## config.mk

```make
export PLATFORM = sky130hd
export DESIGN_NAME = bitty_fetch_flat
export DESIGN_NICKNAME = d
export VERILOG_FILES = /design/src/rtl/bitty_fetch_if.sv /design/src/rtl/bitty_fetch.sv /design/src/flat_wrapper.sv
export SDC_FILE = /design/constraint.sdc
export NUM_CORES = 1
export LEC_CHECK = 0
export ABC_AREA = 1
export BUFFER_PORTS_ARGS = -buffer_cell sky130_fd_sc_hd__buf_2
export CAP_MARGIN = 20
export CORE_ASPECT_RATIO = 0.9
export CORE_UTILIZATION = 40
export CTS_CLUSTER_DIAMETER = 50
export DETAILED_ROUTE_END_ITERATION = 8
export RECOVER_POWER = 25
export SYNTH_ARGS = -nofsm -noshare
export SYNTH_HDL_FRONTEND = slang
export SYNTH_SLANG_ARGS = --single-unit
```

## constraint.sdc

```tcl
create_clock -name clk -period 1.7 [get_ports clk]
set_input_delay 0 -clock clk [delete_from_list [all_inputs] [get_ports clk]]
set_output_delay 0 -clock clk [all_outputs]
set_load 0.01 [all_outputs]
```

## src/rtl/bitty_fetch_if.sv

```systemverilog
// Fetch-stage bus: program-memory read port plus the instruction handshake to the core.
// The fetch stage is the master; memory and core sit on the slave side.
interface bitty_fetch_if #(
   parameter int ADDR_W = 8
);
   logic              mem_rd_en;
   logic [ADDR_W-1:0] mem_addr;
   logic [15:0]       mem_rdata;
   logic              mem_rvalid;
   logic [15:0]       d_instr;
   logic              run;
   logic              done;

   modport master (
      output mem_rd_en, mem_addr, d_instr, run,
      input  mem_rdata, mem_rvalid, done
   );

   modport slave (
      input  mem_rd_en, mem_addr, d_instr, run,
      output mem_rdata, mem_rvalid, done
   );
endinterface

```

## src/rtl/bitty_fetch.sv

```systemverilog
// Instruction-fetch stage for the bitty core: fetch, issue, wait for done, advance pc.
// Stops on the HALT word or when the per-transaction watchdog expires.
module bitty_fetch #(
   parameter int          ADDR_W     = 8,
   parameter int          START_ADDR = 0,
   parameter logic [15:0] HALT_INSTR = 16'hFFFF,
   parameter int          TIMEOUT    = 255
) (
   input  logic              clk,
   input  logic              reset,
   input  logic              start,
   bitty_fetch_if.master     bus,
   output logic [ADDR_W-1:0] pc,
   output logic              busy,
   output logic              halted,
   output logic              error,
   output logic [15:0]       instr_count
);

   localparam int WD_W = (TIMEOUT < 1) ? 1 : $clog2(TIMEOUT + 1);

   typedef enum logic [2:0] {
      IDLE,
      REQ,
      WAIT_MEM,
      ISSUE,
      WAIT_EXEC,
      HALT
   } state_t;

   state_t            state_q, state_d;
   logic [ADDR_W-1:0] pc_q, pc_d;
   logic [15:0]       d_instr_q, d_instr_d;
   logic [15:0]       count_q, count_d;
   logic              error_q, error_d;
   logic [WD_W-1:0]   wd_q, wd_d;
   logic              run_q, run_d;
   logic              rd_en_q, rd_en_d;

   always_comb begin
      state_d   = state_q;
      pc_d      = pc_q;
      d_instr_d = d_instr_q;
      count_d   = count_q;
      error_d   = error_q;
      wd_d      = wd_q;

      case (state_q)
         IDLE, HALT: begin
            if (start) begin
               pc_d    = ADDR_W'(START_ADDR);
               count_d = '0;
               error_d = 1'b0;
               state_d = REQ;
            end
         end
         REQ: begin
            wd_d    = '0;
            state_d = WAIT_MEM;
         end
         WAIT_MEM: begin
            // A valid response wins over a watchdog expiring in the same cycle.
            if (bus.mem_rvalid) begin
               if (bus.mem_rdata == HALT_INSTR) begin
                  state_d = HALT;
               end else begin
                  d_instr_d = bus.mem_rdata;
                  state_d   = ISSUE;
               end
            end else if (wd_q == WD_W'(TIMEOUT)) begin
               error_d = 1'b1;
               state_d = HALT;
            end else begin
               wd_d = wd_q + 1'b1;
            end
         end
         ISSUE: begin
            wd_d    = '0;
            state_d = WAIT_EXEC;
         end
         WAIT_EXEC: begin
            if (bus.done) begin
               pc_d = pc_q + 1'b1;
               if (count_q != 16'hFFFF) begin
                  count_d = count_q + 16'd1;
               end
               state_d = REQ;
            end else if (wd_q == WD_W'(TIMEOUT)) begin
               error_d = 1'b1;
               state_d = HALT;
            end else begin
               wd_d = wd_q + 1'b1;
            end
         end
         default: state_d = IDLE;
      endcase

      // Strobes are registered from the next state so they line up with REQ/ISSUE.
      run_d   = (state_d == ISSUE);
      rd_en_d = (state_d == REQ);
   end

   always_ff @(posedge clk or posedge reset) begin
      if (reset) begin
         state_q   <= IDLE;
         pc_q      <= ADDR_W'(START_ADDR);
         d_instr_q <= '0;
         count_q   <= '0;
         error_q   <= 1'b0;
         wd_q      <= '0;
         run_q     <= 1'b0;
         rd_en_q   <= 1'b0;
      end else begin
         state_q   <= state_d;
         pc_q      <= pc_d;
         d_instr_q <= d_instr_d;
         count_q   <= count_d;
         error_q   <= error_d;
         wd_q      <= wd_d;
         run_q     <= run_d;
         rd_en_q   <= rd_en_d;
      end
   end

   assign bus.mem_rd_en = rd_en_q;
   assign bus.mem_addr  = pc_q;
   assign bus.d_instr   = d_instr_q;
   assign bus.run       = run_q;

   assign pc          = pc_q;
   assign busy        = (state_q != IDLE) && (state_q != HALT);
   assign halted      = (state_q == HALT);
   assign error       = error_q;
   assign instr_count = count_q;

endmodule

```

## src/flat_wrapper.sv

```systemverilog
// flat-port wrapper written by rule: the top's interface ports become plain ports
module bitty_fetch_flat 
#(
   parameter int          ADDR_W     = 8,
   parameter int          START_ADDR = 0,
   parameter logic [15:0] HALT_INSTR = 16'hFFFF,
   parameter int          TIMEOUT    = 255
)
  (clk, reset, start, pc, busy, halted, error, instr_count, bus_mem_rd_en, bus_mem_addr, bus_d_instr, bus_run, bus_mem_rdata, bus_mem_rvalid, bus_done);
  bitty_fetch_if #(.ADDR_W(ADDR_W)) bus_i ();
  input  logic clk;
  input  logic reset;
  input  logic start;
  output logic [ADDR_W-1:0] pc;
  output logic busy;
  output logic halted;
  output logic error;
  output logic [15:0] instr_count;
  output wire logic [$bits(bus_i.mem_rd_en)-1:0] bus_mem_rd_en;
  output wire logic [$bits(bus_i.mem_addr)-1:0] bus_mem_addr;
  output wire logic [$bits(bus_i.d_instr)-1:0] bus_d_instr;
  output wire logic [$bits(bus_i.run)-1:0] bus_run;
  input wire logic [$bits(bus_i.mem_rdata)-1:0] bus_mem_rdata;
  input wire logic [$bits(bus_i.mem_rvalid)-1:0] bus_mem_rvalid;
  input wire logic [$bits(bus_i.done)-1:0] bus_done;
  assign bus_mem_rd_en = bus_i.mem_rd_en;
  assign bus_mem_addr = bus_i.mem_addr;
  assign bus_d_instr = bus_i.d_instr;
  assign bus_run = bus_i.run;
  assign bus_i.mem_rdata = bus_mem_rdata;
  assign bus_i.mem_rvalid = bus_mem_rvalid;
  assign bus_i.done = bus_done;
  bitty_fetch #(.ADDR_W(ADDR_W), .START_ADDR(START_ADDR), .HALT_INSTR(HALT_INSTR), .TIMEOUT(TIMEOUT)) u_core (.clk(clk), .reset(reset), .start(start), .bus(bus_i), .pc(pc), .busy(busy), .halted(halted), .error(error), .instr_count(instr_count));
endmodule
```

==> metrics <==
WL per Instance=12.0 µm; max-cap viol count=0; syn_nets=443; largest net degree at the start of global routing=36; relative slew slack=0.491; Die Wd=94.4 µm; Root Driver=clkbuf_8; Pwr per Cell Area=1070 mW/mm²; final setup violating endpoints=0; Num CTS Buffers=5; initial antenna violation count=0; Core Region=0.00722 mm²; I/O pins=74; placed instance count=589; violation count after the first detailed-route iteration=183; syn avg cell area=7.33 µm²; Yosys warning count=0; clock skew=0.00941 ns; routed vias/inst=4.78; first-pass GRT wire length=12,400 µm; Initial Util=0.425; Fill cells=697; final net count=547; post-layout total power=4.16 mW; grt ovf=0; CTS Sinks=54; Die H=85.1 µm; status=finished, final reports clean; row count=29; count of input and output buffers=73; antenna cells=0; H-tree Lvls=2; Layout area overhead=27.0%; layout cells sized above 1=0.214; gr usage total=0.194; final non-filler cell total=617; clock slew at reported path FFs=0.10 ns; Syn Inst Count=419; Final ANT Viol Nets=0; Final Util=0.540; die footprint=0.00803 mm²; Slew @ Worst Pin=0.763 ns; dpl hpwl=5490 µm; crit path time final=1.57 ns; Worst Setup Path Type=reg2reg; crit share post-route=0.926; Min-Delay Path Class=in2reg; LEAKAGE=2.01 nW; Req. time, crit path=1.87 ns; clk_lat worst skew=0.30 ns; CTS tree=yes; clock tree buffer depth=2; crit-path max FO=8; sequential-to-total area share from yosys stat=0.440; Slew Limit Fails=0; Vias=2,951; VDD IR max=0.556 mV; unique cell type count in the Yosys netlist=33; fin area=0.00390 mm²; Final WS setup=0.126 ns; vias in the first global route=2,706; gpl congestion=0.864; # DRC=0; Hold WS=0.0393 ns; Fin Setup TNS=0 ns; drt pass-1 iters=4; Fin. Hold Viols=0; Synth Register Bits=54; Placed Area=0.00362 mm²; Critical Path Source Type=register; crit path DAT=1.74 ns; Worst setup EP type=register; Mapped Area=0.00307 mm²; Place WS=0.0483 ns; final wirelength=7430 µm; Max Freq=0.635 GHz
## where the power goes
part	internal [mW]	switching, mW
Combinational	0.626	1.07
Clock	0.330	0.397
Sequential	1.55	0.192
## worst paths after layout
| check | start | end | slack [ns] | cells past startpoint |
|---|---|---|---|---|
| max in group asynchronous | reset | u_core.bus.mem_addr[5] | 0.29 | 4 |
| worst max register to register | u_core.state_q[2] | u_core.wd_q[0] | 0.13 | 6 |
| worst max-delay path | u_core.state_q[2] | u_core.wd_q[0] | 0.13 | 6 |
| worst min-delay path | bus_mem_rvalid | u_core.state_q[2] | 0.04 | 4 |
| worst min register to register | u_core.bus.d_instr[14] | u_core.bus.d_instr[14] | 0.49 | 2 |
| min in group asynchronous | reset | u_core.bus.d_instr[2] | 0.38 | 3 |
## placed cells by master, fill, tap and decap left out
cell           Yosys  final
o21ai_2            7      7
or2_2              2      2
nor2_4             1      1
clkinv_2           0      1
clkbuf_4           0      1
nand4_1            9      9
nand3_2            2      1
buf_2              5     54
xor2_1             9      9
ha_4               0      1
dfrtp_1           54     54
nand3b_1           2      2
nand2_2            3      2
nor2_2             1      3
o21ai_0           24     24
o21ai_1            3      3
inv_2              6      6
nor3_1             4      4
nor2_1            34     32
nand3_4            0      1
nor3b_1            1      1
o211ai_1           2      2
buf_12             0      1
ha_1               3      2
dlygate4sd3_1      0     18
inv_1             35     35
o31ai_1            1      1
and3_1             1      1
nand2_4            1      2
inv_4              1      2
nand3_1           31     31
a21oi_1            6      6
clkbuf_8           0      6
a21oi_2            1      1
buf_4              8     20
xnor2_1            2      2
clkbuf_1           1     20
nand2_1          156    156
## flip-flops by register name, indices dropped and copies added, names as in the netlist
signal / count
u_core.wd_q: 8
u_core.error: 1
u_core.instr_count: 16
u_core.bus.d_instr: 16
u_core.state_q: 3
u_core.bus.run: 1
u_core.bus.mem_addr: 8
u_core.bus.mem_rd_en: 1
## layer usage
layer / vias to the layer above / global-route usage / wire length (µm)
met5: - / 0 / 0
met1: 1346 / 0.278 / 3670
li1: 1527 / - / -
met2: 72 / 0.303 / 3340
met4: 0 / 0.0503 / 84
met3: 6 / 0.0349 / 331
## logic make-up after synthesis
| logic type | synth area share |
|---|---|
| fa+ha+maj | 0.0122 |
| xor+xnor | 0.0314 |
| flops | 0.440 |
| simple gates | 0.343 |
| buf+inv | 0.0896 |
| compound gates | 0.0839 |
## timing repair
action,CTS,global route
hold buffers,18,0
endpoints found under the hold margin,36,0
gates resized for setup,0,8
setup endpoints to repair,0,32
buffers inserted,0,2
## cell type report
cell class	count	area, µm²	share of cell area
multi-input cells	306	1480	0.378
flip-flops and latches	54	1350	0.346
repair buffers	113	699	0.179
inverters	43	166	0.0427
well taps	93	116	0.0298
clock buffers	7	86.3	0.0221
clock inverters	1	5.00	0.00128
## worst max-delay path: stages, from the launching register on
cell and delay [ns]:
dfrtp_1 0.48, inv_2 0.10, nand4_1 0.16, buf_4 0.16, nand2_1 0.12, nor2_2 0.29
o21ai_0 0.13
## synth_stat cells (all sizes together)
cell,count,share of area
clkbuf,1,0.0012
nand4,9,0.018
nand3b,2,0.0049
a21oi,7,0.013
o21ai,34,0.064
xnor2,2,0.0057
nor3b,1,0.0024
dfrtp,54,0.44
nor2,36,0.047
nor3,4,0.0065
buf,15,0.035
nand2,160,0.20
nand3,33,0.057
ha,3,0.012
xor2,9,0.026
o211ai,2,0.0049
o31ai,1,0.0024
or2,2,0.0041
inv,42,0.052
and3,1,0.0020
clkinv,1,0.0012
Power figures use the tool's default switching activity.
